### src/rtl/tmds_channel_decoder.sv
// ---------------------------------------------------------------------------
// tmds_channel_decoder
//
// Receive side of one TMDS channel (blue, green or red). Raw 10-bit words
// arrive from a deserializer on the pixel clock with an unknown bit phase.
// The block searches bit-slip offsets 0..9 until it sees a run of control
// tokens at one offset, then locks. Each aligned symbol is decoded either to a
// pixel byte (de=1) or to the two control bits c0/c1 (de=0).
//
// Ports
//   clk       in   pixel clock; all logic is on the rising edge
//   reset     in   synchronous, active-high; overrides everything else
//   raw_word  in   [9:0] deserialized bits, bit 0 is the first on the wire
//   data      out  [7:0] decoded pixel byte (0 outside active video)
//   c0, c1    out  control bits (hsync/vsync on channel 0)
//   de        out  1 = data valid, 0 = control period or not locked
//   locked    out  symbol alignment acquired
//   offset    out  [3:0] current bit-slip offset, 0..9
//
// Timing
//   window = {raw_word, prev}; the selected 10-bit symbol passes through two
//   registers (stage 1, then the output stage), so outputs follow the
//   alignment window by exactly two clocks whatever the state. At offset 0
//   the symbol sits entirely in prev, which is itself one clock behind
//   raw_word.
// ---------------------------------------------------------------------------
module tmds_channel_decoder #(
  parameter int unsigned CTRL_RUN      = 8,
  parameter int unsigned SEARCH_WINDOW = 4096
) (
  input  logic       clk,
  input  logic       reset,
  input  logic [9:0] raw_word,
  output logic [7:0] data,
  output logic       c0,
  output logic       c1,
  output logic       de,
  output logic       locked,
  output logic [3:0] offset
);

  // -------------------------------------------------------------------------
  // Constants
  // -------------------------------------------------------------------------
  localparam int unsigned RUN_W = $clog2(CTRL_RUN + 1);
  localparam int unsigned TO_W  = (SEARCH_WINDOW > 1) ? $clog2(SEARCH_WINDOW) : 1;

  localparam logic [RUN_W-1:0] RUN_FULL   = RUN_W'(CTRL_RUN);
  localparam logic [RUN_W-1:0] RUN_ONE    = RUN_W'(1);
  localparam logic [TO_W-1:0]  TO_LAST    = TO_W'(SEARCH_WINDOW - 1);
  localparam logic [TO_W-1:0]  TO_ONE     = TO_W'(1);
  localparam logic [3:0]       OFFSET_MAX = 4'd9;

  // The four DVI control tokens, written MSB first.
  localparam logic [9:0] TOK_00 = 10'b1101010100;
  localparam logic [9:0] TOK_01 = 10'b0010101011;
  localparam logic [9:0] TOK_10 = 10'b0101010100;
  localparam logic [9:0] TOK_11 = 10'b1010101011;

  typedef enum logic {
    ST_SEARCH = 1'b0,
    ST_LOCKED = 1'b1
  } state_e;

  typedef struct packed {
    logic       hit;   // symbol is one of the four control tokens
    logic [1:0] ctl;   // {c1, c0} carried by the token
  } token_t;

  // -------------------------------------------------------------------------
  // Helpers
  // -------------------------------------------------------------------------
  function automatic token_t match_token(input logic [9:0] sym);
    token_t t;
    t.hit = 1'b1;
    t.ctl = 2'b00;
    case (sym)
      TOK_00:  t.ctl = 2'b00;
      TOK_01:  t.ctl = 2'b01;
      TOK_10:  t.ctl = 2'b10;
      TOK_11:  t.ctl = 2'b11;
      default: t.hit = 1'b0;
    endcase
    return t;
  endfunction

  // Undo the transmitter's optional inversion (bit 9) and its XOR/XNOR
  // transition chain (bit 8). Codes a real transmitter never emits still go
  // through the same formula; there is no error flag.
  function automatic logic [7:0] tmds_decode(input logic [9:0] sym);
    logic [7:0] b;
    logic [7:0] d;
    b    = sym[9] ? ~sym[7:0] : sym[7:0];
    d[0] = b[0];
    for (int i = 1; i < 8; i++) begin
      d[i] = sym[8] ? (b[i] ^ b[i-1]) : ~(b[i] ^ b[i-1]);
    end
    return d;
  endfunction

  // -------------------------------------------------------------------------
  // State
  // -------------------------------------------------------------------------
  logic [9:0]       prev_q;
  logic [9:0]       s1_q,   s1_d;
  state_e           state_q, state_d;
  logic [RUN_W-1:0] run_q,  run_d;
  logic [TO_W-1:0]  to_q,   to_d;
  logic [3:0]       off_q,  off_d;
  logic [7:0]       data_q, data_d;
  logic             c0_q,   c0_d;
  logic             c1_q,   c1_d;
  logic             de_q,   de_d;

  logic [19:0]      window;
  token_t           tok;
  logic             run_full;

  // Older word in the low half: a symbol starting at bit 'offset' of prev
  // finishes in the low bits of the current raw_word.
  assign window = {raw_word, prev_q};

  // -------------------------------------------------------------------------
  // Next-state logic
  // -------------------------------------------------------------------------
  always_comb begin
    // NOTE: every signal written here gets a default first, so no path can
    // leave one unassigned and infer a latch.
    s1_d     = 10'(window >> off_q);
    tok      = match_token(s1_q);
    state_d  = state_q;
    off_d    = off_q;
    to_d     = to_q + TO_ONE;
    data_d   = 8'h00;
    de_d     = 1'b0;
    c0_d     = c0_q;
    c1_d     = c1_q;

    // Length of the current unbroken token run, saturating at CTRL_RUN.
    if (!tok.hit) begin
      run_d = '0;
    end else if (run_q == RUN_FULL) begin
      run_d = run_q;
    end else begin
      run_d = run_q + RUN_ONE;
    end
    run_full = (run_d == RUN_FULL);

    case (state_q)
      ST_SEARCH: begin
        // A qualifying run takes priority over stepping the offset.
        if (run_full) begin
          state_d = ST_LOCKED;
          to_d    = '0;
        end else if (to_q == TO_LAST) begin
          off_d = (off_q == OFFSET_MAX) ? 4'd0 : off_q + 4'd1;
          to_d  = '0;
          run_d = '0;
        end
      end
      ST_LOCKED: begin
        // Offset is frozen; a full token run restarts the loss timer.
        if (run_full) begin
          to_d = '0;
        end else if (to_q == TO_LAST) begin
          state_d = ST_SEARCH;
          to_d    = '0;
          run_d   = '0;
        end
      end
      default: begin
        state_d = ST_SEARCH;
      end
    endcase

    // Outputs follow the state being entered, so 'locked' and the decoded
    // symbol it qualifies always appear together.
    if (state_d != ST_LOCKED) begin
      c0_d = 1'b0;
      c1_d = 1'b0;
    end else if (tok.hit) begin
      {c1_d, c0_d} = tok.ctl;
    end else begin
      de_d   = 1'b1;
      data_d = tmds_decode(s1_q);
    end
  end

  // -------------------------------------------------------------------------
  // Registers
  // -------------------------------------------------------------------------
  always_ff @(posedge clk) begin
    // NOTE: sequential state uses non-blocking assignments so every register
    // samples the pre-edge value of the others.
    if (reset) begin
      prev_q  <= '0;
      s1_q    <= '0;
      state_q <= ST_SEARCH;
      run_q   <= '0;
      to_q    <= '0;
      off_q   <= '0;
      data_q  <= '0;
      c0_q    <= 1'b0;
      c1_q    <= 1'b0;
      de_q    <= 1'b0;
    end else begin
      prev_q  <= raw_word;
      s1_q    <= s1_d;
      state_q <= state_d;
      run_q   <= run_d;
      to_q    <= to_d;
      off_q   <= off_d;
      data_q  <= data_d;
      c0_q    <= c0_d;
      c1_q    <= c1_d;
      de_q    <= de_d;
    end
  end

  assign data   = data_q;
  assign c0     = c0_q;
  assign c1     = c1_q;
  assign de     = de_q;
  assign locked = (state_q == ST_LOCKED);
  assign offset = off_q;

endmodule

### config.mk
export PLATFORM = sky130hd
export DESIGN_NAME = tmds_channel_decoder
export DESIGN_NICKNAME = d
export VERILOG_FILES = /design/src/rtl/tmds_channel_decoder.sv
export SDC_FILE = /design/constraint.sdc
export NUM_CORES = 1
export LEC_CHECK = 0
export CELL_PAD_IN_SITES_DETAIL_PLACEMENT = 0
export CELL_PAD_IN_SITES_GLOBAL_PLACEMENT = 2
export CORE_AREA = 2 2 92 94
export CTS_CLUSTER_DIAMETER = 80
export DETAILED_ROUTE_END_ITERATION = 8
export DIE_AREA = 0 0 94 96
export PLACE_DENSITY_LB_ADDON = 0.1
export SLEW_MARGIN = 20
export SYNTH_ARGS = -nofsm -noshare
export SYNTH_HDL_FRONTEND = slang
export SYNTH_SLANG_ARGS = --single-unit
export TNS_END_PERCENT = 10
### constraint.sdc
create_clock -name clk -period 2.4 [get_ports clk]
set_clock_uncertainty 0.1 [all_clocks]
set_input_delay 0.48 -clock clk [delete_from_list [all_inputs] [get_ports clk]]
set_output_delay 0.48 -clock clk [all_outputs]
set_load 0.02 [all_outputs]
==> impl_metrics.env <==
export IMPL_avgSynthCellArea_um2=9.36
export IMPL_dr_wl_met3_um=183
export IMPL_ys_seq_elements=52
export IMPL_drtAntennaViolNets=0
export IMPL_critPathArrivalTime_ns=2.42
export IMPL_drt_pass1_iter_count=4
export IMPL_status="complete, no violations"
export IMPL_grt_start_max_net_pins=30
export IMPL_drtIter0Drc=98
export IMPL_syn_nets=308
export IMPL_cts_tree="done"
export IMPL_fin_cells=423
export IMPL_critPathRequiredTime_ns=2.52
export IMPL_syn_area_mm2=0.00272
export IMPL_min_period_ns=2.30
export IMPL_core_mm2=0.00805
export IMPL_maxSlewViolCount=0
export IMPL_fmax_ghz=0.434
export IMPL_crit_type="flop to flop"
export IMPL_clk_latency_ns=0.31
export IMPL_ir_worst_vdd_mv=0.202
export IMPL_dpl_cell_count=414
export IMPL_synth_edf_count=0
export IMPL_drc=0
export IMPL_grt_usage=0.133
export IMPL_yosys_warnings=0
export IMPL_grt_pass1_vias=1926
export IMPL_io_buffers=27
export IMPL_die_w_um=94
export IMPL_diodes=0
export IMPL_numCtsBuffers=5
export IMPL_wirelength_um=5700
export IMPL_grt_first_pass_wirelength_um=9210
export IMPL_path_buf_inv=1
export IMPL_postCtsHoldBufs=0
export IMPL_relSlewSlack=0.644
export IMPL_synthCells=291
export IMPL_hold_depth=1
export IMPL_crit_family="simple AND/OR/NAND/NOR gates"
export IMPL_synthArstFlopShare=0
export IMPL_io_pin_count=28
export IMPL_p_per_area_mw_per_mm2=501
export IMPL_layout_drive_gt1_share=0.148
export IMPL_wl_met1_um=2890
export IMPL_die_area_mm2=0.00902
export IMPL_multi_input_area_mm2=0.00158
export IMPL_place_gp_congestion=0.745
export IMPL_routed_via_density=4.88
export IMPL_worst_slew_pin_slew_ns=0.534
export IMPL_placementRows=33
export IMPL_p_leak_uw=0.00119
export IMPL_dpl_hpwl_um=4200
export IMPL_cp_slowest_cell="or4b_2"
export IMPL_cp_start_kind="flop"
export IMPL_antenna_found_initial=0
export IMPL_final_seq_area_mm2=0.00104
export IMPL_reg2reg_depth=7
export IMPL_chipHeight_um=96
export IMPL_path_cells="inv_1 -> ha_1 -> and3b_1 -> o22ai_2 -> a2111oi_4 -> or4b_2 -> o21ai_0"
export IMPL_cp_max_fo=9
export IMPL_hold_viol_final=0
export IMPL_cts_root_buf="clkbuf_8"
export IMPL_nNetsFinal=334
export IMPL_htree_levels=2
export IMPL_wl_met2_um=2510
export IMPL_clock_sinks=52
export IMPL_clkTransAtPathRegs_ns=0.09
export IMPL_hold_class="flop to flop"
export IMPL_critPathMaxStageDelay_ns=0.68
export IMPL_finalCritPeriodShare=0.959
export IMPL_synthToLayoutAreaGrowth_pct=19.5
export IMPL_setup_viol=0
export IMPL_overflow=0
export IMPL_nFillCells=822
export IMPL_vias=2066
export IMPL_tns_ns=0
export IMPL_rsz0062_at_grt="yes"
export IMPL_initial_core_util=0.338
export IMPL_synth_ff_type="dfxtp_1"
export IMPL_clock_path_buffers=2
export IMPL_crit_cells=7
export IMPL_yosys_cell_types_count=49
export IMPL_highest_layer="met4"
export IMPL_wl_per_cell_um=13.5
export IMPL_crit_path_end_kind="flop"
export IMPL_yosysSeqAreaShare=0.382
export IMPL_maxCapViolations=0
## final cells by class
class                      instances  area share
multi-input combinational        211       0.485
sequential                        52       0.321
timing repair buffer              37       0.110
tap                              105      0.0404
clock buffer                       6      0.0223
inverter                          10      0.0115
clock inverter                     2      0.0108
## state kept, by name, indices dropped and copies added (netlist names)
| name | count |
|---|---|
| s1_q | 10 |
| data | 8 |
| prev_q | 10 |
| c1 | 1 |
| run_q | 4 |
| locked | 1 |
| to_q | 12 |
| c0 | 1 |
| offset | 4 |
| de | 1 |
## power breakdown
| part | switching [uW] | internal, uW | leakage, uW | total, uW |
|---|---|---|---|---|
| combinational | 66.0 | 74.0 | 0.000711 | 140 |
| sequential | 15.7 | 883 | 0.000425 | 898 |
| clock | 283 | 310 | 0.0000552 | 593 |
## cells in the final DEF (no fill, tap or decap), types with 2 or more instances in the layout
cell             count
clkbuf_8             5
o21ai_0              6
and4_1               3
and3_1               3
nor3_1               3
xor2_1               9
o21a_1               2
clkdlybuf4s50_1     27
a21oi_1              8
dfxtp_1             50
nand4_1              4
mux4_2               5
a211oi_1            14
mux2_2              11
xnor2_1             16
nand3_1              9
nand2_1             13
mux2i_1             18
buf_4                9
inv_1                9
dfxtp_2              2
nor2_1              39
and2_1               3
ha_1                 5
nand2b_4             2
nor2b_1             14
o22a_1               2
or4b_2               3
## through the flow
step	power, uW	utilization	worst slack (ns)	hold WS (ns)	area (um^2)
CTS	1660	0.402	0.0283	0.371	3230
global placement	1060	0.388	0.0372	0.343	3120
floorplan	1010	-	0.218	0.326	2720
finish	1630	0.404	0.0980	0.370	3260
detailed placement	1060	0.388	0.0407	0.355	3120
global route	1700	0.404	-0.0181	0.416	3260
## cells by family (layout without fill, tap and decap cells)
logic type                 count (synthesis)  in the layout  synth area share
muxes                                     34             34             0.153
DFF                                       52             52             0.382
adders and majority gates                  5              5            0.0230
and+or+nand+nor                          106            106             0.207
buffers and inverters                     28             55            0.0450
AOI/OAI and AO/OA                         41             41             0.110
xor gates and xnor gates                  25             25            0.0804
## path summary, 6_finish.rpt
kind | start | to | slack, ns
min reg2reg | to_q[0] | to_q[0] | 0.37
min | to_q[0] | to_q[0] | 0.37
max | run_q[0] | offset[3] | 0.1
max reg2reg | run_q[0] | offset[3] | 0.1
## cells in the mapped netlist, types with 2 or more instances
| master | instances | share of area |
|---|---|---|
| a211oi_1 | 14 | 0.039 |
| a21oi_1 | 8 | 0.015 |
| and2_1 | 3 | 0.0069 |
| and3_1 | 3 | 0.0069 |
| and4_1 | 3 | 0.0096 |
| buf_2 | 2 | 0.0037 |
| buf_6 | 2 | 0.0083 |
| clkbuf_1 | 13 | 0.018 |
| dfxtp_1 | 52 | 0.38 |
| ha_1 | 5 | 0.023 |
| inv_1 | 9 | 0.012 |
| mux2_2 | 11 | 0.045 |
| mux2i_1 | 18 | 0.066 |
| mux4_2 | 5 | 0.041 |
| nand2_1 | 13 | 0.018 |
| nand3_1 | 9 | 0.017 |
| nand4_1 | 4 | 0.0092 |
| nor2_1 | 39 | 0.054 |
| nor2b_1 | 14 | 0.032 |
| nor3_1 | 3 | 0.0055 |
| o21a_1 | 2 | 0.0055 |
| o21ai_0 | 6 | 0.011 |
| o22a_1 | 2 | 0.0064 |
| or4b_2 | 3 | 0.011 |
| xnor2_1 | 16 | 0.051 |
| xor2_1 | 9 | 0.029 |
## per-layer routing
metal	vias to the layer above	track usage
li1	1068	-
met1	948	0.173
met2	40	0.212
met3	10	0.0298
met4	0	0.0556
met5	-	0
## timing repair
item | 4_1_cts | 5_1_grt
pin swaps | 0 | 1
resized for setup | 1 | 4
setup endpoints to repair | 1 | 17
buffers inserted | 0 | 1
(Power assumes the default switching activity.)
==> edit (same flow settings) <==
Reset style: asynchronous (`reset`), changed in one clocked block.
--- a/src/rtl/tmds_channel_decoder.sv
+++ b/src/rtl/tmds_channel_decoder.sv
@@ -189,7 +189,7 @@
   // -------------------------------------------------------------------------
   // Registers
   // -------------------------------------------------------------------------
-  always_ff @(posedge clk) begin
+  always_ff @(posedge clk or posedge reset) begin
     // NOTE: sequential state uses non-blocking assignments so every register
     // samples the pre-edge value of the others.
     if (reset) begin
Check against the original RTL: same outputs for any inputs over 10 cycles, from zero or initial values and one cycle with reset high; that may be too few to reach the edited logic, so the function may still have changed.
==> edit against the original RTL <==
Wire length down 1.6%. Fmax down 0.35%. Cell area up 3.5%. Via count down 5.2%. Critical path depth unchanged. Total power up 1.3%. Worst setup slack worse by 0.0081 ns. Synthesized area up 0.73%. Sequential cell count unchanged. Largest cell class unchanged. Highest routed layer unchanged.
==> edit: results (changes against the original RTL) <==
min_path:
  min-delay-start: "to_q[0]"
  holdPathEnd: "to_q[0]"
  hp-class: "register to register"
worst_setup_path:
  ff2ff_path_depth: 7  # unchanged
  cp_slowest_cell: "or4bb_1"
  cp_max_fo: 6  # -3
  r2r-end: "offset[1]"
  cp-startpoint: "run_q[0]"
  cpPeakStageDelay_ns: 0.47  # -0.21 ns
place:
  placed_area_um2: 3240  # +3.8%
  dp_slack_ns: 0.108  # +0.0675 ns
  dpl.hpwl_mm: 4.27  # +1.6%
  dp_cells: 397  # -4.1%
  place_congestion: 0.774  # +3.8%
route:
  routedWlPerCell_um: 13.8  # +2.3%
  routed_wl_mm: 5.60  # -1.6%
  met1_length_mm: 2.67  # -7.7%
  route.met2.wl_mm: 2.69  # +7.1%
  drt_iter0_drc: 34  # -65%
  wl_met3_um: 174  # -4.9%
  via_per_inst: 4.81  # -1.5%
status:
  outcome: "finished, final reports clean"
final_layout:
  drive_gt1_share_pct: 14.9  # +0.12 points
  fin_nets: 316  # -5.4%
yosys:
  synth.top_cell.area_share_pct: 47.4  # +9.2 points
  async_reset_ff_share_pct: 100  # +100 points
  synth.net_count: 278  # -9.7%
  synth.area.top_cells: "dfrtp_1 47%, xnor2_1 6.1%, mux4_2 5.7%"
  ys_types: 43  # -12%
  ys_seq_area_share_pct: 47.4  # +9.2 points
  synth_commonest_cells: "52 x dfrtp_1, 39 x nor2_1, 19 x a21oi_1, 19 x xnor2_1, 18 x nand2_1"
  netlist_instances: 263  # -9.6%
grt:
  grt_util_met1_pct: 18.8  # +1.4 points
  grt_pass1_vias: 1972  # +2.4%
  grt.met3_usage_pct: 2.82  # -0.16 points
  use_met2_pct: 23.6  # +2.4 points
  antenna_found_initial: 0  # unchanged
  grt_start_max_net_pins: 53  # +77%
  grt_util_all_layers_pct: 14.1  # +0.81 points
  grt_pass1_wl_mm: 9.89  # +7.4%
clock_network:
  cts_resized: 0  # -1
pwr:
  seq_cell_power_mw: 0.907  # +1%
  ir_drop_uv: 253  # +25%
  p_leak_nw: 1.46  # +23%
  p_per_area_nw_per_um2: 491  # -2.1%
  intPower_mw: 1.27  # +0.67%
  combPwrFrac_pct: 7.9  # -0.7 points
timing:
  relSlewSlack_pct: 73.5  # +9.1 points
  hold_slack_ns: 0.421  # +0.0517 ns
==> edit: changes by cell type in the layout (fill, tap and decap cells not counted), sizes merged, moves of 3 or more <==
cell	change
nor2b	-9
o21ai	-3
a21oi	+11
mux2	-3
dfxtp	-52
nand2	+5
mux2i	-7
dfrtp	+52
or4b	-3
buf	+8
xnor2	+3
a211oi	-10
==> edit: logic make-up after synthesis <==
family / synth area share, %
simple gates: 17.0
flops: 47.4
compound gates: 8.71
xor+xnor: 8.62
mux: 13.2
buf+inv: 3.74
fa+ha+maj: 1.37
==> edit: layout make-up <==
class                      instances  area (um^2)
fill                             799         4680
timing repair buffer              45          443
multi-input combinational        187         1340
clock inverter                     3         46.3
tap                              105          131
clock buffer                       5         68.8
sequential                        52         1300
inverter                          10         37.5
==> edit: repair_timing <==
| action | 4_1_cts | 5_1_grt |
|---|---|---|
| hold endpoints to repair | 0 | 0 |
| endpoints found under the setup margin | 0 | 1 |
| buffers inserted | 0 | 2 |
